$ cat config.mk
export PLATFORM = sky130hd
export DESIGN_NAME = ransac_inlier_scorer
export DESIGN_NICKNAME = d
export VERILOG_FILES = /design/src/rtl/ransac_inlier_scorer.sv
export SDC_FILE = /design/constraint.sdc
export NUM_CORES = 1
export LEC_CHECK = 0
export BUFFER_PORTS_ARGS = -buffer_cell sky130_fd_sc_hd__buf_4
export CORE_MARGIN = 8
export CORE_UTILIZATION = 30
export CTS_CLUSTER_DIAMETER = 200
export DETAILED_ROUTE_END_ITERATION = 6
export GPL_TIMING_DRIVEN = 0
export PLACE_DENSITY = 0.54
export REMOVE_ABC_BUFFERS = 1
export SYNTH_ARGS = -nofsm -noshare
export SYNTH_HDL_FRONTEND = slang
export SYNTH_SLANG_ARGS = --single-unit
$ cat constraint.sdc
create_clock -name clock -period 6.8 [get_ports clock]
set_input_delay 0.68 -clock clock [delete_from_list [all_inputs] [get_ports clock]]
set_output_delay 0.68 -clock clock [all_outputs]
set_load 0.05 [all_outputs]
$ cat src/rtl/ransac_inlier_scorer.sv
// ---------------------------------------------------------------------------
// ransac_pkg / ransac_inlier_scorer
//
// Purpose:
//   Scores candidate RANSAC planes from the per-point distance stream produced
//   by the point-to-plane distance stage. For each plane, the block counts the
//   points whose distance is strictly below the run threshold. Over a run of
//   `iterations` planes it keeps the plane with the highest inlier count. When
//   the run ends it presents the winning plane through a valid/ready handshake.
//
// Fixed-point format:
//   fixed_t is signed Q8.8, so 1.0 is encoded as 16'h0100.
//   plane_t carries four fixed_t fields: normal x/y/z and offset d.
//
// Ports:
//   clock, reset_n        rising-edge clock, asynchronous active-low reset
//   start                 pulse that begins a run; honoured only in IDLE
//   threshold             inlier bound, latched at start
//   iterations            number of planes in the run, latched at start
//   in_valid / in_last    distance beat valid / final point of the current plane
//   in_distance           |point-to-plane| distance
//   in_plane              plane that the beat belongs to (side-band)
//   busy                  high while scoring
//   plane_score_valid     1-cycle pulse for each completed plane
//   plane_score           inlier count of the plane that just completed
//   best_plane            best plane found so far in this run
//   best_count            inlier count of best_plane
//   best_found            at least one plane has been scored in this run
//   result_valid          final result held until result_ready
//   result_ready          consumer accepts the result
//   overrun               sticky flag: a beat arrived outside scoring
// ---------------------------------------------------------------------------
package ransac_pkg;
   localparam int FixedBits = 16;

   typedef logic signed [FixedBits-1:0] fixed_t;

   typedef struct packed {
      fixed_t nx;
      fixed_t ny;
      fixed_t nz;
      fixed_t d;
   } plane_t;
endpackage

module ransac_inlier_scorer
   import ransac_pkg::*;
#(
   parameter int count_bits = 16,
   parameter int iter_bits  = 12
) (
   input  logic                  clock,
   input  logic                  reset_n,
   input  logic                  start,
   input  fixed_t                threshold,
   input  logic [iter_bits-1:0]  iterations,
   input  logic                  in_valid,
   input  logic                  in_last,
   input  fixed_t                in_distance,
   input  plane_t                in_plane,
   output logic                  busy,
   output logic                  plane_score_valid,
   output logic [count_bits-1:0] plane_score,
   output plane_t                best_plane,
   output logic [count_bits-1:0] best_count,
   output logic                  best_found,
   output logic                  result_valid,
   input  logic                  result_ready,
   output logic                  overrun
);

   typedef enum logic [1:0] {
      StIdle,
      StScoring,
      StDone
   } state_t;

   state_t                r_state;
   fixed_t                r_threshold;
   logic [iter_bits-1:0]  r_iterations;
   logic [iter_bits-1:0]  r_planeIdx;
   logic [count_bits-1:0] r_curCount;
   logic [count_bits-1:0] r_planeScore;
   logic                  r_planeScoreValid;
   plane_t                r_bestPlane;
   logic [count_bits-1:0] r_bestCount;
   logic                  r_bestFound;
   logic                  r_resultValid;
   logic                  r_overrun;

   logic                  w_isInlier;
   logic [count_bits:0]   w_sumWide;
   logic [count_bits-1:0] w_sum;
   logic                  w_isLastPlane;
   logic                  w_takeBest;

   // Inlier test. A distance with its sign bit set comes from an abs()
   // overflow of the most-negative value upstream, so it is never an inlier
   // even when the threshold is the largest positive value.
   assign w_isInlier = ~in_distance[FixedBits-1] & (in_distance < r_threshold);

   // Running count including this beat. The sum is one bit wider so that the
   // carry detects saturation at the all-ones value.
   assign w_sumWide = {1'b0, r_curCount} + {{count_bits{1'b0}}, w_isInlier};
   assign w_sum     = w_sumWide[count_bits] ? {count_bits{1'b1}} : w_sumWide[count_bits-1:0];

   // The final plane of the run is index iterations-1. A run of zero
   // iterations never reaches the scoring state.
   assign w_isLastPlane = (r_planeIdx == (r_iterations - iter_bits'(1)));

   // The comparison is strict, so a tie keeps the plane that was seen first.
   assign w_takeBest = ~r_bestFound | (w_sum > r_bestCount);

   // Control FSM and all datapath state. Every output comes straight from a
   // register, so the consumer sees glitch-free values. The plane-score pulse
   // defaults low and is raised only on the cycle after an in_last beat.
   always_ff @(posedge clock or negedge reset_n) begin
      if (!reset_n) begin
         r_state           <= StIdle;
         r_threshold       <= '0;
         r_iterations      <= '0;
         r_planeIdx        <= '0;
         r_curCount        <= '0;
         r_planeScore      <= '0;
         r_planeScoreValid <= 1'b0;
         r_bestPlane       <= '0;
         r_bestCount       <= '0;
         r_bestFound       <= 1'b0;
         r_resultValid     <= 1'b0;
         r_overrun         <= 1'b0;
      end else begin
         r_planeScoreValid <= 1'b0;
         case (r_state)
            StIdle: begin
               if (start) begin
                  r_threshold  <= threshold;
                  r_iterations <= iterations;
                  r_planeIdx   <= '0;
                  r_curCount   <= '0;
                  r_bestPlane  <= '0;
                  r_bestCount  <= '0;
                  r_bestFound  <= 1'b0;
                  r_overrun    <= 1'b0;
                  if (iterations == '0) begin
                     r_resultValid <= 1'b1;
                     r_state       <= StDone;
                  end else begin
                     r_state <= StScoring;
                  end
               end else if (in_valid) begin
                  r_overrun <= 1'b1;
               end
            end

            StScoring: begin
               if (in_valid) begin
                  if (in_last) begin
                     r_planeScore      <= w_sum;
                     r_planeScoreValid <= 1'b1;
                     r_curCount        <= '0;
                     r_planeIdx        <= r_planeIdx + iter_bits'(1);
                     if (w_takeBest) begin
                        r_bestPlane <= in_plane;
                        r_bestCount <= w_sum;
                        r_bestFound <= 1'b1;
                     end
                     if (w_isLastPlane) begin
                        r_resultValid <= 1'b1;
                        r_state       <= StDone;
                     end
                  end else begin
                     r_curCount <= w_sum;
                  end
               end
            end

            StDone: begin
               if (in_valid) begin
                  r_overrun <= 1'b1;
               end
               if (result_ready) begin
                  r_resultValid <= 1'b0;
                  r_state       <= StIdle;
               end
            end

            default: begin
               r_state <= StIdle;
            end
         endcase
      end
   end

   assign busy              = (r_state == StScoring);
   assign plane_score_valid = r_planeScoreValid;
   assign plane_score       = r_planeScore;
   assign best_plane        = r_bestPlane;
   assign best_count        = r_bestCount;
   assign best_found        = r_bestFound;
   assign result_valid      = r_resultValid;
   assign overrun           = r_overrun;

endmodule
### Word level (Yosys, flattened, before mapping)

Cells that the tools add are included.

* flip-flop bits (word level): 158
* bits in latches: 0
* bits in writable memories: 0
* memory bits (read-only): 0
* output and inout bits: 101
* memories kept: 0

* $add $sub $neg: 3
* $mul: 0
* divide/modulo/power cells: 0
* $lt $le $gt $ge: 2
* equality and inequality tests: 10
* shift operators: 0
* mux-type cells: 43
* bitwise operators: 4
* reductions and logical operators: 12

Operator list (number)
* 64-bit two-way mux: 4
* 64-bit one-hot mux with 2 select lines: 1
* 16-bit two-way mux: 7
* 16-bit one-hot mux with 2 select lines: 2
* 12-bit two-way mux: 3
* 12-bit one-hot mux with 2 select lines: 1
* 16-bit by 1-bit adder with 17-bit output: 1
* 16-bit > comparator: 1
* 16-bit < comparator: 1
* 1-bit two-way mux: 15
* 12-bit by 1-bit adder with 12-bit output (second input constant): 1
* 12-bit == test: 1
* 12-bit logical NOT: 1
* 2-bit two-way mux: 6
* 12-bit by 1-bit subtractor with 12-bit output (second input constant): 1
* 2-bit inequality test (second input constant): 5
* 5-bit AND reduction: 2
* 7-bit AND reduction: 1
* 2-bit one-hot mux with 3 select lines: 1
* 3-bit AND reduction: 2
* 2-bit by 1-bit inequality test with 1-bit output (second input constant): 2
* 1-bit one-hot mux with 2 select lines: 2
* 4-bit AND reduction: 1
* 2-bit nonzero test: 2
* other kinds (9): 10

### Logic depth before layout (Yosys ltp)

* depth after elaboration: 10
* mapped depth: 23

### Worst setup path before layout

Ideal clock, no wire load.

* kind: in2reg
* start: input port in_distance[9]
* end: register r_bestCount[0], in the netlist best_count[0]
* library setup time: 0.128 ns
* arrival: 5.009 ns
* path slack: 1.663 ns
* cell stages on the path: 21
* buffers on the path: 2
* path through: ha_1 a21o_1 a21oi_1 o21ai_0 o41ai_1 o21ai_0 o32ai_1 ha_1 ha_1 clkbuf_1 nand4_2 nor3_1 mux2_2 ha_1 nand4_1 or4_1 o21ai_1 a31oi_2 nor2_4 buf_4 mux2_1

* cells in the longest elaborated chain, start to end: 8
* elaborated cells between the ends (all ways): 12
* those cells by class: add/sub: 1; order compare: 2; eq/ne: 1; mux: 5; bitwise: 2; reduce/logical: 1

Ends and longest elaborated chain
* from (decl): line 59 `input fixed_t in_distance,`
* 16-bit < comparator: line 100 `assign w_isInlier = ~in_distance[FixedBits-1] & (in_distance < r_threshold);`
* 1-bit bitwise AND: line 100
* 16-bit by 1-bit adder with 17-bit output: line 104 `assign w_sumWide = {1'b0, r_curCount} + {{count_bits{1'b0}}, w_isInlier};`
* 16-bit two-way mux: line 105 `assign w_sum = w_sumWide[count_bits] ? {count_bits{1'b1}} : w_sumWide[count_bits-1:0];`
* net w_sum[14]: line 93 `logic [count_bits-1:0] w_sum;`
* 16-bit > comparator: line 112 `assign w_takeBest = ~r_bestFound | (w_sum > r_bestCount);`
* 1-bit bitwise OR: line 112
* 2-bit by 1-bit inequality test with 1-bit output (no line)
* 5-bit AND reduction (no line)
* to (signal assigned): line 164 `r_bestCount <= w_sum;`
* to (decl): line 86 `logic [count_bits-1:0] r_bestCount;`

The timed path passes the listed nets, and every way through them passes these cells. The select of a mux whose other input is x is not followed.
A chain may end at the register's enable or synchronous reset.

### Worst setup path after layout

* start: register r_threshold[9]
* end: register r_bestCount[0], in the netlist best_count[0]

* cells in the longest elaborated chain, start to end: 8
* elaborated cells between the ends (all ways): 12
* those cells by class: add/sub: 1; order compare: 2; eq/ne: 1; mux: 5; bitwise: 2; reduce/logical: 1

Ends and longest elaborated chain
* from (decl): line 79 `fixed_t r_threshold;`
* from (signal assigned): line 136 `r_threshold <= threshold;`
* 16-bit < comparator: line 100
* 1-bit bitwise AND: line 100
* 16-bit by 1-bit adder with 17-bit output: line 104
* 16-bit two-way mux: line 105
* net w_sum[13]: line 93
* 16-bit > comparator: line 112
* 1-bit bitwise OR: line 112
* 2-bit by 1-bit inequality test with 1-bit output (no line)
* 5-bit AND reduction (no line)

The timed path passes the listed nets, and every way through them passes these cells. The select of a mux whose other input is x is not followed.

==> reports/results.ini <==
[worst_setup_path]
critPathArrivalTime_ns = 6.16
rr_endpoint = best_count[0]$_DFFE_PN0P_
worst_setup_path_endpoint = best_count[0]$_DFFE_PN0P_
end_kind = flop
worstSetupPathType = reg2reg
startpoint = r_threshold[9]$_DFFE_PN0P_
r2r-start = r_threshold[9]$_DFFE_PN0P_
crit_fanout = 20
cp.required_ns = 7.10
reg2reg_depth = 21
r2r_slack_ns = 0.94
startpoint_type = flop

[placed_design]
gpl.final_weighted_congestion = 0.7334
dp_hpwl_um = 16030
dpl.cell_count = 1351
port_buffers = 214
placed_cell_area_sq_um = 10100

[synth]
syn_inst = 823
yosysUniqueCellTypes = 56
avgSynthCellArea_sq_um = 9.780
seq_area_frac_synth_pct = 49.12
synth_edf_count = 0
synth_area_sq_um = 8049
async_reset_ff_share_pct = 100.0
synth_ff_type = dfrtp_1
ys_warn_count = 0
synth-seq-cells = 158

[final_layout]
final_area_sq_um = 10730
stdcell_count = 1386
diodes = 0
syn2layout_area_growth_pct = 33.27
fin_nets = 1181
final_cell_mix = 217 x buf_4, 157 x dfrtp_1, 140 x nand2_1, 108 x inv_1, 80 x mux2i_1
mostFrequentLayoutCell = buf_4
fillCellCount = 2713
layout-drive-gt1-share_pct = 27.37
fin_util_pct = 40.25

[floorplanning]
dieArea_sq_um = 32330
ios = 215
chipWidth_um = 179.8
die_y_um = 179.8
start_util_pct = 30.20
row_count = 60
coreArea_sq_um = 26650

[clock_tree]
cts_sinks = 158
clock_latency_ns = 0.43
root_buffer = clkbuf_16
cts_tree = built
cts_buffers = 17
cts_resized = 0
htree_levels = 4
clk_pin_slew_ns = 0.07
cts_buffer_depth = 2
post-cts-setup-buffers = 0
cts_hold_buf = 0

[detailed_routing]
drcViolationCount = 0
antenna_left = 0
drtPass1Iterations = 4
wl_per_cell_um = 15.93
dr_total_vias = 6354
drt_iter0_markers = 357
viasPerCell = 4.584
wl_um = 22080

[global_route]
grt_pass1_wl_um = 36170
overflow = 0
grt_pass1_vias = 6791
grt.total_usage_pct = 13.78
antenna_found_initial = 0
grt_max_degree = 102

[sta]
whs_ns = 0.1698
grt_setup_unrepaired = false
fin_crit_ns = 5.863
skew_ns = 0.01354
worstMarginPinSlew_ns = 0.9464
hold_violations = 0
slew_violations = 0
max_slew_margin_pct = 36.56
fmax_mhz = 170.6
post-route-period-util_pct = 86.22
setup_viol = 0

[outcome]
outcome = complete, no violations

[job]
cap_violations = 0

[pwr]
peakVddDrop_v = 0.0002690
p_leak_nw = 5.888
power.total_mw = 5.024
power_density_nw_per_um2 = 468.3

[hold_path]
hold_path.class = in2async

## registers in the layout, summed over array words and instances (netlist names)
register / flops
best_found: 1
r_iterations: 12
best_plane: 64
plane_score_valid: 1
plane_score: 16
result_valid: 1
r_state: 2
r_curCount: 16
r_planeIdx: 12
best_count: 16
r_threshold: 16
overrun: 1
## worst max-delay path, stage by stage, from the launching register on
cell and delay, ns:
dfrtp_1 0.36, inv_1 0.07, ha_1 0.24, a21o_1 0.18, a21oi_1 0.14, o21ai_0 0.09, o41ai_1 0.37, o21ai_0 0.20
o32ai_1 0.22, ha_1 0.24, ha_1 0.33, nand4_2 0.24, or3_1 0.74, nand3_1 0.32, ha_1 0.18, nand4_1 0.17
or4_1 0.57, o21ai_1 0.19, a31oi_2 0.07, nor2_4 0.19, buf_4 0.27, mux2_1 0.34
## power breakdown
part           internal (mW)  total (mW)  switching, mW
sequential              1.28        1.49          0.213
clock                  0.559       0.990          0.431
combinational          0.916        2.54           1.62
## through the flow
step           setup slack, ns  TNS, ns
2_1_floorplan           0.1779        0
3_3_place_gp            -4.722  -228.45
3_5_place_dp          -0.03126  -0.2765
4_1_cts                 0.3598        0
5_1_grt                 0.5118        0
6_report                0.9369        0
## cell families (layout without fill, tap and decap cells)
group | count (synthesis) | after routing | synth area share, %
simple gates | 254 | 254 | 14.66
xor+xnor | 29 | 29 | 3.156
mux | 95 | 95 | 12.05
buf+inv | 145 | 367 | 7.104
compound gates | 107 | 107 | 8.472
fa+ha+maj | 35 | 35 | 5.441
flops | 158 | 158 | 49.12
## per-layer routing
| metal | track usage (%) | routed length, um | vias to the layer above |
|---|---|---|---|
| met5 | 0 | 0 | - |
| met4 | 2.968 | 168 | 0 |
| met3 | 6.512 | 2081 | 14 |
| met2 | 21.89 | 9935 | 157 |
| met1 | 16.79 | 9892 | 3022 |
| li1 | - | - | 3161 |
## cells in the mapped netlist (all sizes together), types with 15 or more instances
master / count / area [sq um]
o21ai: 40 / 200.2
ha: 35 / 437.9
nor2: 36 / 142.6
inv: 109 / 409.1
mux2: 15 / 168.9
clkbuf: 22 / 82.58
a21oi: 18 / 90.09
xor2: 16 / 140.1
dfrtp: 158 / 3954
mux2i: 80 / 800.8
nand2: 140 / 525.5
nand4: 15 / 100.1
## how the worst min path moves through the flow
stage,slack (ns),startpoint,end
final,0.17,reset_n,r_threshold[6]$_DFFE_PN0P_
after floorplan,0.38,reset_n,best_count[0]$_DFFE_PN0P_
after global routing,0.19,reset_n,r_threshold[6]$_DFFE_PN0P_
after global placement,0.46,plane_score[13]$_DFFE_PN0P_,plane_score[13]$_DFFE_PN0P_
after detailed placement,0.47,plane_score[11]$_DFFE_PN0P_,plane_score[11]$_DFFE_PN0P_
after CTS,0.19,reset_n,r_threshold[6]$_DFFE_PN0P_
## final cells by class
type	count	area, sq um	share of cell area (%)
clock buffers	18	439.2	4.094
inverters	109	409.1	3.814
repair buffers	226	1797	16.75
well taps	341	426.7	3.978
multi-input cells	520	3537	32.98
clock inverters	14	160.2	1.493
flip-flops and latches	158	3958	36.90
(Power assumes the default switching activity.)
